$ cat src/rtl/abs_pkg.sv
// rtl/abs_pkg.sv - shared state encoding and brake command codes for the ABS controller
package abs_pkg;

    typedef enum logic [2:0] {
        IDLE    = 3'd0,
        APPLY   = 3'd1,
        RELEASE = 3'd2,
        HOLD    = 3'd3,
        EMERG   = 3'd4
    } abs_state_t;

    localparam logic [1:0] CMD_RELEASE = 2'b00;
    localparam logic [1:0] CMD_HOLD    = 2'b01;
    localparam logic [1:0] CMD_APPLY   = 2'b10;

    // A channel is modulating pressure while it alternates RELEASE/HOLD
    function automatic logic is_modulating(input abs_state_t s);
        return (s == RELEASE) || (s == HOLD);
    endfunction

endpackage

$ cat src/rtl/abs_channel_fsm.sv
// rtl/abs_channel_fsm.sv - one wheel's APPLY/HOLD/RELEASE modulation FSM (fault counter under ABS_FAULT_EN)
import abs_pkg::*;

module abs_channel_fsm #(
    parameter int RELEASE_CYC = 8,
    parameter int HOLD_CYC    = 4,
    parameter int FAULT_CYC   = 255
) (
    input  logic       clk,
    input  logic       rst,
    input  logic       i_demand,
    input  logic       i_obj,
    input  logic       i_slip,
    output logic [1:0] o_cmd,
    output logic       o_active,
    output logic       o_fault
);

    localparam int TMR_MAX = (RELEASE_CYC > HOLD_CYC) ? RELEASE_CYC : HOLD_CYC;
    localparam int TMR_W   = (TMR_MAX > 1) ? $clog2(TMR_MAX) : 1;

    if (RELEASE_CYC < 1 || HOLD_CYC < 1 || FAULT_CYC < 1) begin : g_param_err
        $error("abs_channel_fsm: RELEASE_CYC, HOLD_CYC and FAULT_CYC must be >= 1");
    end

    abs_state_t       r_state;
    abs_state_t       w_state_base;
    abs_state_t       w_state_nxt;
    logic [TMR_W-1:0] r_timer;
    logic [TMR_W-1:0] w_timer_nxt;
    logic             w_fault_nxt;

    // Base transition table; !demand outranks obstacle, which outranks slip and timer expiry
    always_comb begin
        w_state_base = r_state;
        w_timer_nxt  = r_timer;
        case (r_state)
            IDLE: begin
                if (i_obj)
                    w_state_base = EMERG;
                else if (i_demand)
                    w_state_base = APPLY;
            end
            APPLY: begin
                if (!i_demand)
                    w_state_base = IDLE;
                else if (i_obj)
                    w_state_base = EMERG;
                else if (i_slip) begin
                    w_state_base = RELEASE;
                    w_timer_nxt  = TMR_W'(RELEASE_CYC - 1);
                end
            end
            RELEASE: begin
                if (!i_demand)
                    w_state_base = IDLE;
                else if (i_obj)
                    w_state_base = EMERG;
                else if (r_timer == '0) begin
                    w_state_base = HOLD;
                    w_timer_nxt  = TMR_W'(HOLD_CYC - 1);
                end else
                    w_timer_nxt = r_timer - 1'b1;
            end
            HOLD: begin
                if (!i_demand)
                    w_state_base = IDLE;
                else if (i_obj)
                    w_state_base = EMERG;
                else if (r_timer == '0) begin
                    if (i_slip) begin
                        w_state_base = RELEASE;
                        w_timer_nxt  = TMR_W'(RELEASE_CYC - 1);
                    end else
                        w_state_base = APPLY;
                end else
                    w_timer_nxt = r_timer - 1'b1;
            end
            EMERG: begin
                if (!i_demand)
                    w_state_base = IDLE;
            end
            default: begin
                w_state_base = IDLE;
                w_timer_nxt  = '0;
            end
        endcase
    end

`ifdef ABS_FAULT_EN
    localparam int FCNT_W = $clog2(FAULT_CYC + 1);

    logic [FCNT_W-1:0] r_fcnt;
    logic [FCNT_W-1:0] w_fcnt_inc;
    logic              r_fault;
    logic              w_fault_hit;

    assign w_fcnt_inc  = r_fcnt + 1'b1;
    assign w_fault_hit = is_modulating(r_state) && (w_fcnt_inc == FCNT_W'(FAULT_CYC));
    assign w_fault_nxt = r_fault | w_fault_hit;
    assign o_fault     = r_fault;

    // Count consecutive modulating cycles; the fault flag is sticky until reset
    always_ff @(posedge clk or posedge rst) begin
        if (rst) begin
            r_fcnt  <= '0;
            r_fault <= 1'b0;
        end else begin
            r_fcnt  <= is_modulating(r_state) ? w_fcnt_inc : '0;
            r_fault <= w_fault_nxt;
        end
    end
`else
    assign w_fault_nxt = 1'b0;
    assign o_fault     = 1'b0;
`endif

    // A faulted channel falls back to conventional braking: never enters RELEASE/HOLD
    always_comb begin
        w_state_nxt = w_state_base;
        if (w_fault_nxt && is_modulating(w_state_base))
            w_state_nxt = APPLY;
    end

    // State and modulation timer; reset aborts any modulation at once
    always_ff @(posedge clk or posedge rst) begin
        if (rst) begin
            r_state <= IDLE;
            r_timer <= '0;
        end else begin
            r_state <= w_state_nxt;
            r_timer <= w_timer_nxt;
        end
    end

    // Moore output decode from the registered state
    always_comb begin
        o_cmd = CMD_RELEASE;
        case (r_state)
            APPLY:   o_cmd = CMD_APPLY;
            EMERG:   o_cmd = CMD_APPLY;
            HOLD:    o_cmd = CMD_HOLD;
            default: o_cmd = CMD_RELEASE;
        endcase
    end

    assign o_active = is_modulating(r_state);

endmodule

$ cat src/rtl/abs_multi_channel_ctrl.sv
// rtl/abs_multi_channel_ctrl.sv - multi-wheel ABS controller top (optional fault supervision: ABS_FAULT_EN)
import abs_pkg::*;

module abs_multi_channel_ctrl #(
    parameter int NUM_CH      = 4,
    parameter int SPD_W       = 8,
    parameter int LOCK_THRESH = 20,
    parameter int SLIP_DELTA  = 16,
    parameter int RELEASE_CYC = 8,
    parameter int HOLD_CYC    = 4,
    parameter int FAULT_CYC   = 255
) (
    input  logic                    clk,
    input  logic                    rst,
    input  logic                    i_brake_pedal,
    input  logic                    i_object_detected,
    input  logic [SPD_W-1:0]        i_vehicle_speed,
    input  logic [NUM_CH*SPD_W-1:0] i_wheel_speed,
    output logic [2*NUM_CH-1:0]     o_brake_cmd,
    output logic [NUM_CH-1:0]       o_abs_active,
    output logic [NUM_CH-1:0]       o_abs_fault
);

    localparam int SW1 = SPD_W + 1;

    logic           w_demand;
    logic           w_lock_ok;
    logic [SW1-1:0] w_vehicle_ext;

    assign w_demand      = i_brake_pedal | i_object_detected;
    assign w_lock_ok     = ({1'b0, i_vehicle_speed} >= SW1'(LOCK_THRESH));
    assign w_vehicle_ext = {1'b0, i_vehicle_speed};

    for (genvar g = 0; g < NUM_CH; g++) begin : g_ch
        logic [SPD_W-1:0] w_wheel;
        logic             w_slip;

        assign w_wheel = i_wheel_speed[g*SPD_W +: SPD_W];
        // Extra bit keeps wheel + delta from wrapping
        assign w_slip  = w_lock_ok && (({1'b0, w_wheel} + SW1'(SLIP_DELTA)) < w_vehicle_ext);

        abs_channel_fsm #(
            .RELEASE_CYC (RELEASE_CYC),
            .HOLD_CYC    (HOLD_CYC),
            .FAULT_CYC   (FAULT_CYC)
        ) u_fsm (
            .clk      (clk),
            .rst      (rst),
            .i_demand (w_demand),
            .i_obj    (i_object_detected),
            .i_slip   (w_slip),
            .o_cmd    (o_brake_cmd[2*g +: 2]),
            .o_active (o_abs_active[g]),
            .o_fault  (o_abs_fault[g])
        );
    end

endmodule
$ cat config.mk
export PLATFORM = sky130hd
export DESIGN_NAME = abs_multi_channel_ctrl
export DESIGN_NICKNAME = d
export VERILOG_FILES = /design/src/rtl/abs_pkg.sv /design/src/rtl/abs_channel_fsm.sv /design/src/rtl/abs_multi_channel_ctrl.sv
export SDC_FILE = /design/constraint.sdc
export NUM_CORES = 1
export LEC_CHECK = 0
export ABC_AREA = 1
export BUFFER_PORTS_ARGS = -buffer_cell sky130_fd_sc_hd__buf_2
export CORE_MARGIN = 4
export CORE_UTILIZATION = 44
export DETAILED_ROUTE_END_ITERATION = 8
export GPL_TIMING_DRIVEN = 0
export PLACE_DENSITY = 0.66
export SLEW_MARGIN = 20
export SYNTH_ARGS = -nofsm -noshare
export SYNTH_HDL_FRONTEND = slang
export SYNTH_SLANG_ARGS = --single-unit
$ cat constraint.sdc
create_clock -name clk -period 3.9 [get_ports clk]
set_input_delay 0.585 -clock clk [delete_from_list [all_inputs] [get_ports clk]]
set_output_delay 0.585 -clock clk [all_outputs]
set_load 0.01 [all_outputs]
==> run metrics, run 1 <==
Tmin final=between 2000 and 2500 ps; Post-Syn Area=between 2000 and 3000 um^2; total gr overflow=0; power share of the clock group=14.5%; outcome=finished, final reports clean; register area share after synthesis=approximately 20%; Final nets=621; CTS tree=built; final std cells w/o fill=613; Reg power frac=27.9%; Final period util=56.1%; Final Instance Area=between 3000 and 4000 um^2; logic depth of the worst register-to-register path=11; vias in the first global route=between 2000 and 3000; delay-heaviest family, CP=flip-flops; overall global routing resource usage=between 10% and 20%; Cell Chain, Critical Path=nor2_1 -> inv_1 -> o21ai_0 -> buf_2; CTS Buf Count=3; Peak supply drop=roughly 290 uV; Setup Skew=slightly below 8 ps; die area=slightly above 8000 um^2; Final Hold Slack=around 500 ps; DP Cell Count=a little over 600; Hold Fails Final Rpt=0; Residual DRC=0; area leader, netlist=dfrtp_1; Comb pwr share=between 50 and 60%; first-pass GRT wire length=around 12 mm; Layout Area Growth over Synthesis=15.2%; Relative slew margins=between 30 and 40%; largest net degree at the start of global routing=25; post-synthesis cell count=between 400 and 500; vias per cell=approximately 5; layout cells sized above 1=16.2%; top_reg_cell synth=dfrtp_1; Sink Count=24; initial antenna violation count=0; cts hold-fix bufs=0; post-synth cell types=32; DRT Pass-1 Iters=4; CTS clock-pin slew for the worst setup and hold paths=about 100 ps; DR iter-0 viols=between 100 and 150; worst stage delay on the critical path=460 ps; clock root buffer=clkbuf_8; dpl cell area=around 3400 um^2; max-cap viol count=0; core area=~6500 um^2; Fin Setup TNS=0 ps; maximum clock rate=around 460 MHz; effective utilization at floorplan=46.1%; Yosys reg bits=24; port bufs=55; post-CTS setup buffer count=0; antenna-violating nets left=0; RSZ-0062 raised after global routing=false; Internal=around 800 uW; critical path depth=4; H-Tree Depth=1; most frequent cells in the layout=153 x nand2_1, 82 x inv_1, 56 x buf_2; Static Leak=between 0.002 and 0.0025 uW; die width=between 90 and 100 um; crit end category=output port; clk_lat worst skew=280 ps; CP max FO=7; Pwr per Cell Area=roughly 460 nW/um^2; wire per inst=roughly 11 um; commonest non-fill, non-tap cell in the layout=nand2_1; critical path arrival=approximately 1600 ps; PnR Total Power=~1600 uW; gpl congestion=0.828; switching portion of total power=about half; setup violators final=0; Async SR Flop Fraction=100%; Synth area leaders=dfrtp_1 20%, nand2_1 19%, ha_1 17%; Critical Path RT=3310 ps; Least-Margin Pin Slew=~950 ps; Startpoint Class=flip-flop; row count=29; I/O pin cnt=60; Sw Pwr=about 760 uW; Total Routed Length=roughly 6.9 mm; Slew Limit Fails=0; post-cts resize count=0; synthesis warning total=0; CTS max path bufs=2; via count=3008; CP bufs+invs=2; Slowest-stage cell, CP=dfrtp_1; Die H=around 90 um; HPWL after DPL=between 5 and 6 mm; mean area per synthesized cell=around 6.3 um^2; Synth top area share=~20%; Critical Setup Path Class=flip-flop to output port; worst min path class=primary input to async pin; Post-synth EDFFs=0; number of antenna diodes=0
[synthesized netlist by cell type (3+ instances only)]
| cell type | number |
|---|---|
| a21oi_1 | 26 |
| a21oi_4 | 4 |
| a31oi_1 | 3 |
| buf_4 | 8 |
| dfrtp_1 | 24 |
| ha_1 | 40 |
| inv_1 | 82 |
| nand2_1 | 153 |
| nand3_1 | 34 |
| nand4_1 | 5 |
| nor2_1 | 37 |
| nor2_2 | 5 |
| nor2_4 | 3 |
| nor3_1 | 6 |
| o21ai_0 | 13 |
| o22ai_1 | 3 |
| xnor2_1 | 4 |
| xor2_1 | 8 |
[state kept, by name (all words and copies together) (netlist names)]
signal              flops
g_ch.u_fsm.r_timer     12
g_ch.u_fsm.r_state     12
[layer usage]
metal	wire, um	track usage [%]
met3	301	2.08
met5	0	0
met4	63	4.21
met2	3200	30.2
met1	3360	22.4
[stage by stage]
stage	setup slack, ps	utilization, %
after detailed placement	1500	52.0
final	1710	53.1
after global routing	1560	53.1
after CTS	1720	53.1
after global placement	1500	52.0
after floorplan	1850	-
[final cells by class]
type	count	area, um^2
Inverter	85	322
Clock inverter	1	30.0
Multi-Input combinational cell	358	2010
Fill cell	669	3050
Sequential cell	24	601
Tap cell	77	96.3
Buffer	10	76.3
Timing Repair Buffer	55	275
Clock buffer	3	41.3
[cell families (layout without fill, tap and decap cells)]
kind of cell | after synthesis | count (layout) | synth area share, %
xor+xnor | 12 | 12 | 3.51
other cells | 1 | 4 | 0.125
flops | 24 | 24 | 20.1
simple gates | 247 | 247 | 34.7
fa+ha+maj | 40 | 40 | 16.7
compound gates | 55 | 55 | 11.6
buf+inv | 95 | 154 | 13.3
[worst reg2reg max path: cells and delay by family, from the launching register on]
kind / cells / cell delay, ps
AO/OA/AOI/OAI: 1 / 180
adder cells (fa/ha/maj): 1 / 160
buffers and inverters: 2 / 170
flip-flops: 1 / 390
AND/OR/NAND/NOR: 7 / 770
[final timing paths]
path,from,to,slack [ps]
setup / recovery,g_ch[3].u_fsm.r_state[1],o_brake_cmd[7],1710
hold / removal,rst,g_ch[2].u_fsm.r_state[1],500
setup reg to reg,g_ch[1].u_fsm.r_timer[0],g_ch[1].u_fsm.r_state[0],2180
hold reg to reg,g_ch[1].u_fsm.r_timer[0],g_ch[1].u_fsm.r_timer[0],500
max in group asynchronous,rst,g_ch[3].u_fsm.r_state[0],2810
min in group clk,g_ch[1].u_fsm.r_timer[0],g_ch[1].u_fsm.r_timer[0],500
[power groups by stage]
stage | clock (uW) | combinational [uW] | sequential [uW]
6_report | 228 | 907 | 439
5_1_grt | 242 | 1060 | 455
2_1_floorplan | 0 | 704 | 423
3_5_place_dp | 0 | 909 | 441
4_1_cts | 232 | 914 | 437
3_3_place_gp | 0 | 893 | 442
(Power assumes the default switching activity.)
==> run 2: changes to the inputs <==
--- a/config.mk
+++ b/config.mk
@@ -11,7 +11,7 @@
 export CORE_UTILIZATION = 44
 export DETAILED_ROUTE_END_ITERATION = 8
 export GPL_TIMING_DRIVEN = 0
-export PLACE_DENSITY = 0.66
+export PLACE_DENSITY = 0.69
 export SLEW_MARGIN = 20
 export SYNTH_ARGS = -nofsm -noshare
 export SYNTH_HDL_FRONTEND = slang
==> constraint.sdc (replaced) <==
create_clock -name clk -period 1.82 [get_ports clk]
set_input_delay 0.273 -clock clk [delete_from_list [all_inputs] [get_ports clk]]
set_output_delay 0.273 -clock clk [all_outputs]
set_load 0.01 [all_outputs]
==> run 2 against run 1 <==
Compared with the run above:
- final cell count rose by 0.65%
- clock power rose by 120%
- count of clock-buffer cells in the layout did not move
- sequential cell count did not move
- combinational power rose by 130%
- sequential share of layout area fell by 0.43 points
- global-route usage rose by 0.66 points
- core utilization rose by 1.3 points
- largest power group unchanged
==> run metrics, run 2 (synthesized netlist as in run 1, its figures left out) <==
outcome=finished, final reports clean; top flop regs=g_ch.u_fsm.r_state: 12 flops, g_ch.u_fsm.r_timer: 12 flops; worst min path class=primary input to async pin; Die H=between 90 and 100 um; CP max FO=7; Comb pwr share=between 50% and 60%; number of antenna diodes=0; DRT Pass-1 Iters=4; die width=roughly 90 um; CTS clock-pin slew for the worst setup and hold paths=~100 ps; Total Routed Length=between 7 and 8 mm; total gr overflow=0; overall global routing resource usage=between 10% and 20%; wire per inst=roughly 12 um; Peak supply drop=about 590 uV; Final nets=625; Cell Chain, Critical Path=nand2_1 -> nor2_1 -> buf_2; power share of the clock group=14.0%; CTS max path bufs=2; setup violators final=0; die area=~8000 um^2; Setup Skew=1.05 ps; Sink Count=24; Layout Area Growth over Synthesis=18.1%; worst setup path startpoint=g_ch[3].u_fsm.r_state[1]; HPWL after DPL=approximately 6 mm; Least-Margin Pin Slew=between 900 and 1000 ps; delay-heaviest family, CP=flip-flops; row count=29; Residual DRC=0; Pwr per Cell Area=997 nW/um^2; Tmin final=~1700 ps; vias per cell=between 5 and 6; port bufs=between 50 and 60; Final period util=a little over nine tenths; worst stage delay on the critical path=about 560 ps; Critical Path RT=about 1600 ps; Reg power frac=27.1%; area of the multi-input gates=2060 um^2; clock root buffer=clkbuf_8; initial antenna violation count=0; Internal=approximately 1800 uW; CP bufs+invs=1; Static Leak=between 0.002 and 0.0025 uW; Sw Pwr=approximately 1700 uW; vias in the first global route=slightly below 3000; Critical Setup Path Class=flip-flop to output port; Slew Limit Fails=0; antenna-violating nets left=0; core area=around 6500 um^2; H-Tree Depth=1; Hold Fails Final Rpt=0; max-cap viol count=0; Final Hold Slack=202 ps; first-pass GRT wire length=about 13 mm; gpl congestion=between 0.8 and 0.9; clk_lat worst skew=roughly 270 ps; commonest non-fill, non-tap cell in the layout=nand2_1; via count=about 3100; Filler Cell Count=631; CTS Buf Count=3; layout cells sized above 1=19.6%; effective utilization at floorplan=approximately 46%; Reg area=about 600 um^2; Relative slew margins=~35%; most frequent cells in the layout=149 x nand2_1, 82 x inv_1, 56 x buf_2; CTS tree=built; maximum clock rate=573 MHz; crit end category=output port; cts hold-fix bufs=0; switching portion of total power=around half; DR iter-0 viols=around 130; PnR Total Power=3520 uW; largest net degree at the start of global routing=25; critical path arrival=about 1500 ps; reg2reg start=g_ch[3].u_fsm.r_timer[0]; Startpoint Class=flip-flop; Slowest-stage cell, CP=dfrtp_1; I/O pin cnt=60
[run 2: cell count changes in the layout (fill, tap and decap cells not counted), sizes merged]
| cell | before | now |
|---|---|---|
| buf | 65 | 69 |
[run 2: timing repair]
| item | CTS | global route |
|---|---|---|
| gates resized for setup | 3 | 18 |
| endpoints found under the setup margin | 2 | 16 |
| setup buffers | 0 | 4 |
| cloned | 0 | 0 |
| pin swaps | 0 | 6 |
[run 2: final timing paths]
path	cells past startpoint	to	slack [ps]
max	3	o_brake_cmd[6]	70
min	2	g_ch[2].u_fsm.r_state[1]	200
max reg2reg	12	g_ch[3].u_fsm.r_state[0]	240
min reg2reg	2	g_ch[1].u_fsm.r_timer[0]	500
max in group asynchronous	2	g_ch[3].u_fsm.r_state[0]	1030
min in group clk	3	g_ch[3].u_fsm.r_state[2]	300
[run 2: routing by layer]
layer | GRT usage [%] | vias up | share of wire [%] | routed length (um)
met4 | 4.59 | 0 | 0.78 | 57
li1 | - | 1618 | - | -
met5 | 0 | - | 0 | 0
met1 | 22.4 | 1402 | 47 | 3410
met3 | 2.33 | 8 | 4.2 | 309
met2 | 32.1 | 74 | 48 | 3520
[run 2: layout make-up]
class,count,share of cell area [%]
Tap cell,77,2.73
Clock inverter,1,0.850
Timing Repair Buffer,59,8.64
Clock buffer,3,1.17
Buffer,10,2.16
Multi-Input combinational cell,358,58.4
Inverter,85,9.10
Sequential cell,24,17.0
[run 2: per-stage QoR]
step	setup TNS [ps]	cells	instance area, um^2	setup slack [ps]	utilization, %
2_1_floorplan	0	477	3010	84.1	-
3_3_place_gp	-3010	609	3380	-261	52.0
3_5_place_dp	-3650	609	3380	-274	52.0
4_1_cts	0	613	3460	18.1	53.2
5_1_grt	-54.6	617	3530	-29.8	54.4
6_report	0	617	3530	74.0	54.4
[run 2: power by group through the flow]
stage / registers [uW] / logic [uW] / clock network, uW
4_1_cts: 943 / 1980 / 496
2_1_floorplan: 907 / 1510 / 0
3_3_place_gp: 949 / 1900 / 0
3_5_place_dp: 952 / 1970 / 0
6_report: 956 / 2080 / 492
5_1_grt: 987 / 2390 / 515
